**config.mk**
```make
export PLATFORM = sky130hd
export DESIGN_NAME = cnn_result_display_ctrl
export DESIGN_NICKNAME = d
export VERILOG_FILES = /design/src/rtl/cnn_result_display_ctrl.sv
export SDC_FILE = /design/constraint.sdc
export NUM_CORES = 1
export LEC_CHECK = 0
export ABC_AREA = 1
export CORE_ASPECT_RATIO = 0.7
export CORE_UTILIZATION = 57
export DETAILED_ROUTE_END_ITERATION = 10
export PLACE_DENSITY = 0.8
export REMOVE_ABC_BUFFERS = 1
export SLEW_MARGIN = 20
export SYNTH_ARGS = -nofsm -noshare
export SYNTH_HDL_FRONTEND = slang
export SYNTH_SLANG_ARGS = --single-unit
```
**constraint.sdc**
```tcl
create_clock -name clk -period 1.8 [get_ports clk]
set_input_delay 0.18 -clock clk [delete_from_list [all_inputs] [get_ports clk]]
set_output_delay 0.18 -clock clk [all_outputs]
set_load 0.005 [all_outputs]
```
**src/rtl/cnn_result_display_ctrl.sv**
```systemverilog
// cnn_result_display_ctrl: majority-votes a window of classifier decisions and shows the result on one 7-seg digit.
// Latency: the new digit appears 1 cycle after the edge that accepts the last sample of a window.
// Backpressure: none; every valid_in cycle in COLLECT is a sample, valid_in is ignored in IDLE and SHOW.
//
// Ports: clk/rst (sync, active-high); start, rearm (pulses); valid_in + decision (3b, 0=smoking,
//        1=non-smoking, else error); hex (active-low segments, bit0 = a); result (0 non-smoking,
//        1 smoking, 2 error, 3 none); valid_out (one pulse per shown result); busy (high in COLLECT).
module cnn_result_display_ctrl #(
  parameter int VOTE_N      = 5,
  parameter int HOLD_CYCLES = 1000,
  parameter int AUTO_REARM  = 1
) (
  input  logic       clk,
  input  logic       rst,
  input  logic       start,
  input  logic       rearm,
  input  logic       valid_in,
  input  logic [2:0] decision,
  output logic [6:0] hex,
  output logic [1:0] result,
  output logic       valid_out,
  output logic       busy
);

  localparam int HW = $clog2(HOLD_CYCLES) + 1;

  localparam logic [1:0] S_IDLE    = 2'd0;
  localparam logic [1:0] S_COLLECT = 2'd1;
  localparam logic [1:0] S_SHOW    = 2'd2;

  localparam logic [6:0] SEG_0     = 7'b1000000;
  localparam logic [6:0] SEG_1     = 7'b1111001;
  localparam logic [6:0] SEG_E     = 7'b0000110;
  localparam logic [6:0] SEG_BLANK = 7'b1111111;

  localparam logic [3:0]    VOTE_LAST = 4'(VOTE_N);
  localparam logic [4:0]    VOTE_CMP  = 5'(VOTE_N);
  localparam logic [HW-1:0] HOLD_LAST = HW'(HOLD_CYCLES - 1);
  localparam logic [HW-1:0] HOLD_MAX  = '1;

  logic [1:0]    state;
  logic [3:0]    sample_cnt;
  logic [3:0]    smoke_cnt;
  logic [3:0]    err_cnt;
  logic [HW-1:0] hold_cnt;

  logic       window_done;
  logic       hold_expired;
  logic [6:0] vote_hex;
  logic [1:0] vote_result;

  function automatic logic [3:0] sat_inc(input logic [3:0] v);
    return (v == 4'hF) ? v : v + 4'd1;
  endfunction

  assign busy = (state == S_COLLECT);

  // Counts are final once sample_cnt reaches VOTE_N; the SHOW transition happens on the next edge.
  assign window_done  = (sample_cnt == VOTE_LAST);
  assign hold_expired = (AUTO_REARM != 0) && (hold_cnt == HOLD_LAST);

  // Any error in the window wins; an exact tie resolves to non-smoking.
  always_comb begin
    vote_hex    = SEG_0;
    vote_result = 2'd0;
    if (err_cnt != 4'd0) begin
      vote_hex    = SEG_E;
      vote_result = 2'd2;
    end else if ({smoke_cnt, 1'b0} > VOTE_CMP) begin
      vote_hex    = SEG_1;
      vote_result = 2'd1;
    end
  end

  always_ff @(posedge clk) begin
    if (rst) begin
      state      <= S_IDLE;
      sample_cnt <= '0;
      smoke_cnt  <= '0;
      err_cnt    <= '0;
      hold_cnt   <= '0;
      hex        <= SEG_BLANK;
      result     <= 2'd3;
      valid_out  <= 1'b0;
    end else begin
      valid_out <= 1'b0;
      case (state)
        S_IDLE: begin
          if (start || rearm) begin
            state      <= S_COLLECT;
            sample_cnt <= '0;
            smoke_cnt  <= '0;
            err_cnt    <= '0;
          end
        end
        S_COLLECT: begin
          if (rearm) begin
            // rearm beats a coincident sample and also a window that just completed
            sample_cnt <= '0;
            smoke_cnt  <= '0;
            err_cnt    <= '0;
          end else if (window_done) begin
            state     <= S_SHOW;
            hex       <= vote_hex;
            result    <= vote_result;
            valid_out <= 1'b1;
            hold_cnt  <= '0;
          end else if (valid_in) begin
            sample_cnt <= sat_inc(sample_cnt);
            if (decision == 3'd0) smoke_cnt <= sat_inc(smoke_cnt);
            if (decision > 3'd1)  err_cnt   <= sat_inc(err_cnt);
          end
        end
        S_SHOW: begin
          if (rearm || hold_expired) begin
            state      <= S_COLLECT;
            sample_cnt <= '0;
            smoke_cnt  <= '0;
            err_cnt    <= '0;
          end else if (hold_cnt != HOLD_MAX) begin
            hold_cnt <= hold_cnt + 1'b1;
          end
        end
        default: state <= S_IDLE;
      endcase
    end
  end

endmodule

```
==> results.md <==
* Maxcap violations at 0
* Gr usage total at 0.281
* FMAX at 0.586 GHz
* Final period demand of the worst path at 1.71 ns
* Via count at 1891
* Total gr overflow at 0
* Row cnt at 17
* Average cell area after synthesis at 6.64 um2
* Pwr Density at 622 mW/mm2
* CP dominant cell by count: nor2_1
* Crit end category: register
* Core area at between 0.003 and 0.004 mm2
* Setup ws final at 0.0932 ns
* Final setup viols at 0
* XOR/XNOR Fraction of Synth Area at 0.0135
* Post-synthesis sequential area ratio at 0.298
* Mapped Area at about 0.0019 mm2
* H-tree lvl count at 2
* Outcome: complete, no violations
* Yosys reg bits at 29
* Asr flop ratio synth at 0
* Post-Synth Adder-Cell Area at 0.0450
* DR vias/cell at roughly 5.3
* Worst reg2reg startpoint: sample_cnt[0]
* Crit-path max cell delay at roughly 0.5 ns
* Clk_lat worst skew at 0.29 ns
* RSZ-0062 raised after global routing: false
* CTS resizes at 0
* Largest family of logic cells by synthesized area: simple AND/OR/NAND/NOR gates
* Slew Limit Fails at 0
* CTS tree: done
* Setup TNS at 0 ns
* Netlist cell types at 29
* CP startpoint: sample_cnt[0]
* Worst Path Arrival at 1.92 ns
* Post-Place Worst Slack at -0.0286 ns
* Worst path required time at slightly above 2 ns
* DR iter-0 viols at between 150 and 200
* Hold-fix buffers, CTS at 0
* Area occupied by multi-input gates at approximately 0.0012 mm2
* Synth top area share at 0.298
* Number of global-route vias before repair at approximately 1700
* Post-Synth Simple-Gate Area at 0.469
* I/O pin count at 19
* Fill cell count at roughly 300
* DRT Pass-1 Iters at 5
* Die X at 71.8 um
* Hold Path Origin: hex[6]
* Nets@finish at 332
* Die area at 0.00365 mm2
* CTS clk-pin slew, worst paths at approximately 0.06 ns
* Most used DFF post-synth: dfxtp_1
* Most frequent cells in the layout: nand2_1, nor2_1, nand3_1
* Post-synth EDFFs at 0
* Worst-Margin Slew at 0.624 ns
* Synth area leader: dfxtp_1
* Yosys warns at 0
* # clock sinks at 29
* First-pass GRT wire length at 7.85 mm
* Routed length per instance at 12.8 um
* Commonest non-fill, non-tap cell in the layout: nand2_1
* Startpoint Class: register
* Leakage power at 0.951 nW
* Detail Placement HPWL at 3.36 mm
* CP max FO at 6
* Synthesis-to-layout area growth at 16.7%
* IO buf count at 18
* Routed Antenna Nets at 0
* Final Hold Fails at 0
* Ant diodes at 0
* WS Path Type: reg2reg
* CTS root buffer: clkbuf_8
* Area contributors post-synth: dfxtp_1, nand2_1, nor2_1, nand3_1, a21oi_1
* Fin crit share at 0.948
* Crit-path cells: ha_1, nand2_1, nor2_1, o21ai_0, nand3_2, inv_2, nor2_1, nor2_1
* GPL Wtd Cong at ~0.86
* Max Buffers Root-to-Sink at 2
* Drc violations at 0
* Die Y at 50.9 um
* Post-synthesis compound-gate area fraction at 0.0778
* Mapped Cells at approximately 300
* Total power at 0.00141 W
* Seq. cell area at 583 um2
* Largest net degree at the start of global routing at 18
* Slew Limit Headroom at 0.580
* Post-CTS Repair Setup Buffers at 0
* Detailed-route wire length at 4.53 mm
* Initial antenna violation count at 0
* Mux contribution to synthesized area at 0
* Hold slack final at approximately 0.47 ns
* Worst IR drop on VDD at 0.000409 V
* Num CTS Buffers at 5
* Starting Density at 0.610
* Layout cell share with drive strength beyond 1 at 0.164
* CP max-delay cell: o21ai_0
* Clk_skew at 0.00535 ns
* HP Class: reg2reg
==> report_power, final <==
group	switching [W]	total (W)	internal, W
logic	0.000101	0.000169	0.0000683
clock network	0.000258	0.000561	0.000303
registers	0.0000225	0.000681	0.000659
total	0.000381	0.00141	0.00103
==> cell type report <==
| class | instances | area share |
|---|---|---|
| timing repair buffer | 28 | 0.112 |
| tap | 38 | 0.0209 |
| sequential | 29 | 0.257 |
| inverter | 31 | 0.0513 |
| clock buffer | 7 | 0.0380 |
| multi-input combinational | 222 | 0.520 |
==> flip-flops by register name (all words and copies together) (netlist names) <==
register	count
valid_out	1
smoke_cnt	4
state	2
sample_cnt	4
hold_cnt	11
hex	3
err_cnt	4
==> synth_stat cells (2+ instances only) <==
cell and n:
inv_1 25, o21ai_0 5, nor2_1 48, inv_2 5
a21oi_1 22, nand3_2 4, nand2_2 4, ha_1 7
buf_2 2, xor2_1 2, nor3_1 3, nor2_4 4
nand2_4 4, buf_4 7, nor2_2 3, nand4_1 8
or2_2 5, dfxtp_1 29, nand3_1 32, nand2_1 65
==> metal layers <==
metal | part of all wire | vias to the layer above | wire length [um] | global-route usage
met3 | 0.070 | 5 | 317 | 0.0592
li1 | - | 986 | - | -
met5 | 0 | - | 0 | 0
met1 | 0.53 | 830 | 2400 | 0.431
met2 | 0.39 | 70 | 1770 | 0.398
met4 | 0.0093 | 0 | 42 | 0.0686
==> worst paths after layout <==
kind / depth (start not counted) / slack (ns) / to
max: 8 / 0.09 / sample_cnt[3]
min: 2 / 0.47 / hex[6]
max reg2reg: 8 / 0.09 / sample_cnt[3]
min reg2reg: 2 / 0.47 / hex[6]
==> logic make-up (layout without fill, tap and decap cells) <==
group,Yosys count,count (layout)
AND/OR/NAND/NOR,183,183
buffers and inverters,42,66
AO/OA/AOI/OAI,29,29
flip-flops,29,29
adder cells (fa/ha/maj),7,7
XOR/XNOR,3,3
==> worst max-delay path, delay by kind of cell (launching register included) <==
kind	cells	cell delay (ns)
AOI/OAI and AO/OA	1	0.50
and+or+nand+nor	5	0.45
DFF	1	0.36
adders and majority gates	1	0.23
buffers and inverters	1	0.10
==> stage by stage <==
| step | cells | cell area, um2 | util |
|---|---|---|---|
| detailed placement | 348 | 2180 | 0.683 |
| finish | 355 | 2270 | 0.711 |
| global route | 355 | 2270 | 0.711 |
| CTS | 355 | 2260 | 0.710 |
| floorplan | 282 | 1880 | - |
| global placement | 348 | 2180 | 0.683 |
No activity file was read; power rests on OpenSTA's default activity.
